$ cat src/rtl/serial_subtractor_ctrl_if.sv
//==============================================================================
// Module   : serial_subtractor_ctrl_if
// Brief    : Start/busy/done request bus and result bus of the bit-serial subtractor.
// Revision : 1.0
//==============================================================================
`default_nettype none

interface serial_subtractor_ctrl_if #(
  parameter int WIDTH = 8
);
  logic             start;
  logic [WIDTH-1:0] a;
  logic [WIDTH-1:0] b;
  logic             bin;
  logic             busy;
  logic             done;
  logic [WIDTH-1:0] diff;
  logic             bout;
  logic             zero;

  modport master (
    output start, a, b, bin,
    input  busy, done, diff, bout, zero
  );

  modport slave (
    input  start, a, b, bin,
    output busy, done, diff, bout, zero
  );
endinterface

`default_nettype wire

$ cat src/rtl/serial_subtractor_ctrl.sv
//==============================================================================
// Module   : serial_subtractor_ctrl
// Brief    : Bit-serial WIDTH-bit subtractor, LSB first, using one full_subtractor cell.
// Revision : 1.0
//==============================================================================
`default_nettype none

module full_subtractor (
  input  wire logic a,
  input  wire logic b,
  input  wire logic bin,
  output logic      d,
  output logic      bout
);
  assign d    = a ^ b ^ bin;
  assign bout = (~a & b) | (~(a ^ b) & bin);
endmodule

module serial_subtractor_ctrl #(
  parameter int WIDTH = 8
) (
  input wire logic          clk,
  input wire logic          rst_n,
  serial_subtractor_ctrl_if.slave bus
);
  localparam int CW = (WIDTH > 1) ? $clog2(WIDTH) : 1;
  localparam logic [CW-1:0] LAST = CW'(WIDTH - 1);

  localparam logic [1:0] IDLE = 2'd0;
  localparam logic [1:0] RUN  = 2'd1;
  localparam logic [1:0] DONE = 2'd2;

  logic [1:0]       state;
  logic [WIDTH-1:0] a_sh;
  logic [WIDTH-1:0] b_sh;
  logic [WIDTH-1:0] d_sh;
  logic             brw;
  logic [CW-1:0]    cnt;
  logic [WIDTH-1:0] diff_r;
  logic             bout_r;
  logic             zero_r;

  logic             d_bit;
  logic             b_nxt;
  logic [WIDTH-1:0] d_next;

  full_subtractor u_cell (
    .a    (a_sh[0]),
    .b    (b_sh[0]),
    .bin  (brw),
    .d    (d_bit),
    .bout (b_nxt)
  );

  // The result register fills from the top, so after WIDTH shifts bit 0 lands at index 0.
  assign d_next = {d_bit, d_sh[WIDTH-1:1]};

  always_ff @(posedge clk or negedge rst_n) begin
    if (!rst_n) begin
      state  <= IDLE;
      a_sh   <= '0;
      b_sh   <= '0;
      d_sh   <= '0;
      brw    <= 1'b0;
      cnt    <= '0;
      diff_r <= '0;
      bout_r <= 1'b0;
      zero_r <= 1'b0;
    end else begin
      case (state)
        IDLE: begin
          if (bus.start) begin
            a_sh  <= bus.a;
            b_sh  <= bus.b;
            brw   <= bus.bin;
            cnt   <= '0;
            state <= RUN;
          end
        end
        RUN: begin
          a_sh <= {1'b0, a_sh[WIDTH-1:1]};
          b_sh <= {1'b0, b_sh[WIDTH-1:1]};
          d_sh <= d_next;
          brw  <= b_nxt;
          cnt  <= cnt + 1'b1;
          if (cnt == LAST) begin
            state  <= DONE;
            diff_r <= d_next;
            bout_r <= b_nxt;
            zero_r <= (d_next == '0);
          end
        end
        DONE:    state <= IDLE;
        default: state <= IDLE;
      endcase
    end
  end

  assign bus.busy = (state == RUN) || (state == DONE);
  assign bus.done = (state == DONE);
  assign bus.diff = diff_r;
  assign bus.bout = bout_r;
  assign bus.zero = zero_r;
endmodule

`default_nettype wire
$ cat src/flat_wrapper.sv
// flat-port wrapper written by rule: the top's interface ports become plain ports
module serial_subtractor_ctrl_flat 
#(
  parameter int WIDTH = 8
)
  (clk, rst_n, bus_start, bus_a, bus_b, bus_bin, bus_busy, bus_done, bus_diff, bus_bout, bus_zero);
  serial_subtractor_ctrl_if #(.WIDTH(WIDTH)) bus_i ();
  input wire logic clk;
  input wire logic rst_n;
  input wire logic [$bits(bus_i.start)-1:0] bus_start;
  input wire logic [$bits(bus_i.a)-1:0] bus_a;
  input wire logic [$bits(bus_i.b)-1:0] bus_b;
  input wire logic [$bits(bus_i.bin)-1:0] bus_bin;
  output wire logic [$bits(bus_i.busy)-1:0] bus_busy;
  output wire logic [$bits(bus_i.done)-1:0] bus_done;
  output wire logic [$bits(bus_i.diff)-1:0] bus_diff;
  output wire logic [$bits(bus_i.bout)-1:0] bus_bout;
  output wire logic [$bits(bus_i.zero)-1:0] bus_zero;
  assign bus_i.start = bus_start;
  assign bus_i.a = bus_a;
  assign bus_i.b = bus_b;
  assign bus_i.bin = bus_bin;
  assign bus_busy = bus_i.busy;
  assign bus_done = bus_i.done;
  assign bus_diff = bus_i.diff;
  assign bus_bout = bus_i.bout;
  assign bus_zero = bus_i.zero;
  serial_subtractor_ctrl #(.WIDTH(WIDTH)) u_core (.clk(clk), .rst_n(rst_n), .bus(bus_i));
endmodule
$ cat config.mk
export PLATFORM = sky130hd
export DESIGN_NAME = serial_subtractor_ctrl_flat
export DESIGN_NICKNAME = d
export VERILOG_FILES = /design/src/rtl/serial_subtractor_ctrl_if.sv /design/src/rtl/serial_subtractor_ctrl.sv /design/src/flat_wrapper.sv
export SDC_FILE = /design/constraint.sdc
export NUM_CORES = 1
export LEC_CHECK = 0
export ABC_CLOCK_PERIOD_IN_PS = 2000
export BUFFER_PORTS_ARGS = -buffer_cell sky130_fd_sc_hd__clkbuf_2
export CAP_MARGIN = 30
export CELL_PAD_IN_SITES_DETAIL_PLACEMENT = 1
export CELL_PAD_IN_SITES_GLOBAL_PLACEMENT = 2
export CORE_UTILIZATION = 30
export DETAILED_ROUTE_END_ITERATION = 10
export PLACE_DENSITY_LB_ADDON = 0.1
export SLEW_MARGIN = 20
export SYNTH_ARGS = -nofsm -noshare
export SYNTH_HDL_FRONTEND = slang
export SYNTH_SLANG_ARGS = --single-unit
$ cat constraint.sdc
create_clock -name clk -period 2 [get_ports clk]
set_input_delay 0.6 -clock clk [delete_from_list [all_inputs] [get_ports clk]]
set_output_delay 0.6 -clock clk [all_outputs]
set_load 0.03 [all_outputs]
== Word level (Yosys, flattened, before mapping) ==
Index checks and enable logic that the tools add are counted.

* Bits in registers: 40
* Bits of input ports: 20
* Output and inout port bits: 12
* Word-level logic and storage cells: 40

* Add/subtract/negate cells: 1
* Eq/ne operators: 5
* Mux-type cells: 11
* Bitwise gates (word level): 7
* Reduce and logical (&&, ||, !) cells: 7

{| class="wikitable"
|+ Operators with widths
! cell !! number
|-
| case mux 8 bit (2 select lines) || 2
|-
| 2-to-1 mux 8 bit || 2
|-
| zero test 8 bit || 1
|-
| case mux 3 bit (2 select lines) || 1
|-
| AND reduction 2 bit || 3
|-
| 2-to-1 mux 2 bit || 2
|-
| case mux 2 bit (2 select lines) || 1
|-
| adder 3 x 1 -> 3 bit (second input constant) || 1
|-
| equality test 3 bit (second input constant) || 1
|-
| 2-to-1 mux 3 bit || 1
|-
| bitwise AND 1 bit || 2
|-
| equality test 2 x 1 -> 1 bit (second input constant) || 1
|-
| equality test 2 bit (second input constant) || 1
|-
| zero test 2 bit || 1
|-
| != test 2 x 1 -> 1 bit (second input constant) || 1
|-
| != test 2 bit (second input constant) || 1
|-
| NOT 1 bit || 2
|-
| case mux 1 bit (2 select lines) || 1
|-
| nonzero test 2 bit || 1
|-
| bitwise XOR 1 bit || 2
|-
| logical OR 1 bit || 1
|-
| 2-to-1 mux 1 bit || 1
|-
| OR 1 bit || 1
|}

== Logic depth before layout (Yosys ltp) ==
* Depth in word-level cells: 5
* Gate-level depth with buffers: 6
* Mapped depth without buffers: 5

== By module ==
From an unflattened synthesis, not the netlist that was laid out.

* Cells, all modules: 147
* Area, all modules: 1798.0 um^2

{| class="wikitable"
|+ By module, submodules not included
! module !! instances !! cells an instance !! area each (um^2) !! seq. area each (um^2)
|-
| serial_subtractor_ctrl || 1 || 143 || 1766.7 || 975.9
|-
| full_subtractor || 1 || 4 || 31.3 || 0.0
|}

== Worst setup path after synthesis ==
No wires, ideal clock.

* Kind: flip-flop to flip-flop
* Start point: register u_core.cnt[0]
* End point: register u_core.diff_r[1] (netlist: u_core.bus.diff[1])
* Library setup time: 125 ps
* Arrival time: 1388 ps
* Data required time: 1875 ps
* Setup slack: 487 ps
* Cell stages (with the launch flop): 6
* Buffers on the path: 1
* Clock period less this slack: 1513 ps
* Cell sequence: dfrtp_1 > ha_1 > ha_1 > nand2_1 > buf_2 > mux2_2

* Longest elaborated chain between the ends: 2

{| class="wikitable"
|+ RTL lines
! what !! line !! source
|-
| start: declaration || serial_subtractor_ctrl.sv:38 || <nowiki>logic [CW-1:0] cnt;</nowiki>
|-
| start signal: assignment || serial_subtractor_ctrl.sv:85 || <nowiki>cnt <= cnt + 1'b1;</nowiki>
|-
| equality test 3 bit || serial_subtractor_ctrl.sv:86 || <nowiki>if (cnt == LAST) begin</nowiki>
|-
| AND reduction 2 bit (no line) || -- ||
|-
| end signal: assignment || serial_subtractor_ctrl.sv:88 || <nowiki>diff_r <= d_next;</nowiki>
|-
| end: declaration || serial_subtractor_ctrl.sv:39 || <nowiki>logic [WIDTH-1:0] diff_r;</nowiki>
|}

No other way between the ends.
A chain may end at the register's enable or synchronous reset.

== Worst setup path after layout ==
* Start point: register u_core.state[0]
* End point: output bus_busy

* Longest elaborated chain between the ends: 2
* Elaborated cells on any way between the ends: 3
* Classes of those cells: eq/ne (2); reduce/logical (1)

{| class="wikitable"
|+ RTL lines
! what !! line !! source
|-
| start: declaration || serial_subtractor_ctrl.sv:33 || <nowiki>logic [1:0] state;</nowiki>
|-
| start signal: assignment || serial_subtractor_ctrl.sv:60 || <nowiki>state <= IDLE;</nowiki>
|-
| start signal: assignment || serial_subtractor_ctrl.sv:77 || <nowiki>state <= RUN;</nowiki>
|-
| start signal: assignment || serial_subtractor_ctrl.sv:87 || <nowiki>state <= DONE;</nowiki>
|-
| equality test 2 x 1 -> 1 bit or equality test 2 bit (tied branches) || serial_subtractor_ctrl.sv:99 || <nowiki>assign bus.busy = (state == RUN) || (state == DONE);</nowiki>
|-
| logical OR 1 bit (*) || serial_subtractor_ctrl.sv:99 ||
|-
| end: declaration || flat_wrapper.sv:14 || <nowiki>output wire logic [$bits(bus_i.busy)-1:0] bus_busy;</nowiki>
|}

Every way passes the cells marked *; elsewhere a longest branch is shown, timed or not.

==> out/results.txt <==
setup violators final - 0
IO Port Bufs - 31
Synth async-reset ratio - 1.00
Synth area leader - dfrtp_1
initial antenna violation count - 0
Starting Density - 0.314
P per Cell Area - 1520 nW/µm²
total grt overflow - 0
clk buf depth - 2
post-DP HPWL - 2.47 mm
sequential power share - 0.427
maximum vdd drop - 0.463 mV
Final ANT Viol Nets - 0
syn_area_per_cell - 11.8 µm²
hold_buf cts - 0
fin crit share - 0.902
clock slew at reported path FFs - 0.08 ns
gr busiest metal - met2
DRC - 0
Comb pwr share - 0.410
final net count - 210
Initial DRC Count - 30
layout cells sized above 1 - 0.324
Slew Viols, Final - 0
CP required - 1.40 ns
run status - completed
CTS HTree Levels - 2
number of distinct library cells after synthesis - 21
Clock Root Buffer - clkbuf_8
worst endpoint data arrival time - 1.20 ns
CTS buffer count - 5
final hold slack - 0.0985 ns
max_slew headroom - 0.701
Clock Sinks - 39
most instantiated cells after synthesis - 39 x dfrtp_1, 23 x nand2_1, 16 x o21ai_0, 15 x mux2_2, 15 x mux2i_1
post-CTS resize count - 0
crit path capture type - output pin
Setup TNS Final - 0 ns
CORE AREA - 5570 µm²
crit start category - flop
NetSw - 1.20 mW
commonest register cell after synthesis - dfrtp_1
Post-Syn Instances - 148
met1 Use GR - 0.137
met2 usage - 0.218
drt first pass iters - 4
wire per inst - 12.7 µm
Max Fclk - 555 MHz
overall die width - 78.4 µm
minimum clock period - 1.80 ns
Max Clock Skew - 0.00723 ns
#FFs+latches synth - 39
# Post-CTS Setup Buffers - 0
Die ar. - 6140 µm²
Worst-Margin Slew - 0.448 ns
Routed WL - 3.26 mm
unrepaired setup endpoints after global routing - no
Vias - 1177
vias in the first global route - 1271
clk_lat worst skew - 0.29 ns
top-count cell post-synth - dfrtp_1
synth-to-layout area growth - 18.0%
Static Leak - 1.03 nW
Hold Crit Class - in -> async
Clock power frac - 0.164
Max-cap violations - 0
Int Pwr - 1.93 mW
number of flops mapped to enable cells by yosys - 0
sequential share of the synthesized area - 0.558
# diodes - 0
gpl congestion - 0.716
Die Y - 78.4 µm
I/O pin count - 32
largest net degree at the start of global routing - 34
Power, Total - 3.13 mW
Syn Nets - 174
Mapped Area - 1750 µm²
Yosys top cell area share - 0.558
met3 Use GR - 0.0407
TritonCTS clock tree - yes
critical-path maximum fanout - 3
top post-synthesis cells by area - dfrtp_1 56%, mux2_2 9.7%, mux2i_1 8.6%
routed vias/inst - 4.58
kind of critical path - reg -> out
first-pass GRT wire length - 5.82 mm
Final Hold Viols - 0
GRT Total Usage - 0.124
yosys warns - 0
cell row count - 27
switch share - 0.383
==> stage by stage <==
| step | instances | worst slack [ns] | utilization | instance area (µm²) |
|---|---|---|---|---|
| floorplan | 148 | 0.487 | - | 1750 |
| global placement | 249 | 0.368 | 0.355 | 1980 |
| finish | 257 | 0.197 | 0.370 | 2060 |
| detailed placement | 249 | 0.328 | 0.355 | 1980 |
| global route | 257 | 0.121 | 0.370 | 2060 |
| CTS | 257 | 0.173 | 0.370 | 2060 |
==> sequential cells by signal, indices dropped and copies added, names as in the netlist <==
name             cells
u_core.a_sh          8
u_core.d_sh          7
u_core.cnt           3
u_core.bus.bout      1
u_core.b_sh          8
u_core.brw           1
u_core.bus.zero      1
u_core.state         2
u_core.bus.diff      8
==> area by class of cell <==
cell class	count	area (µm²)
clock inverters	3	15.0
fillers	644	3510
clock buffers	5	68.8
well taps	72	90.1
inverters	6	22.5
multi-input cells	96	698
repair buffers	36	193
flip-flops and latches	39	976
==> final timing paths <==
| path | start | endpoint | slack (ns) | depth (start not counted) |
|---|---|---|---|---|
| max | u_core.state[0] | bus_busy | 0.20 | 3 |
| min | rst_n | u_core.bus.diff[5] | 0.1 | 1 |
| max reg2reg | u_core.cnt[0] | u_core.bus.diff[5] | 0.32 | 4 |
| min reg2reg | u_core.b_sh[4] | u_core.b_sh[4] | 0.49 | 2 |
| max in group asynchronous | rst_n | u_core.d_sh[6] | 1.47 | 2 |
| min in group clk | u_core.b_sh[4] | u_core.b_sh[4] | 0.49 | 2 |
==> cells by family (layout without fill, tap and decap cells) <==
kind of cell	count (synthesis)	in the layout	synth area share
AOI/OAI and AO/OA	27	27	0.0830
adders and majority gates	6	6	0.0472
buffers and inverters	13	50	0.0429
DFF	39	39	0.558
muxes	31	31	0.190
and+or+nand+nor	32	32	0.0787
==> layer usage <==
| layer | wire (µm) | vias up |
|---|---|---|
| met5 | 0 | - |
| met1 | 1380 | 570 |
| met2 | 1650 | 23 |
| met4 | 63 | 0 |
| met3 | 179 | 7 |
| li1 | - | 577 |
==> critical path, stage by stage, from the launching register on <==
cell and delay, ns:
dfrtp_1 0.38, inv_1 0.07, ha_1 0.27, clkbuf_2 0.19
==> placed cells by master (no fill, tap or decap), drive strengths merged <==
cell type  netlist  final
a32o             2      2
mux2            15     15
a21oi            5      5
nand2           23     23
nand2b           2      2
inv              6      6
buf              6      5
ha               5      5
o21ai           20     20
nor2b            1      1
fa               1      1
nor4             2      2
mux2i           16     16
clkinv           0      3
and3             2      2
nor2             2      2
dfrtp           39     39
clkbuf           1     36
==> power groups by stage <==
stage	registers (mW)	logic [mW]	clock network, mW
5_1_grt	1.38	1.46	0.578
2_1_floorplan	1.39	0.975	0
3_5_place_dp	1.36	1.32	0
3_3_place_gp	1.34	1.28	0
6_report	1.34	1.28	0.512
4_1_cts	1.35	1.33	0.541
No activity file was read; power rests on OpenSTA's default activity.
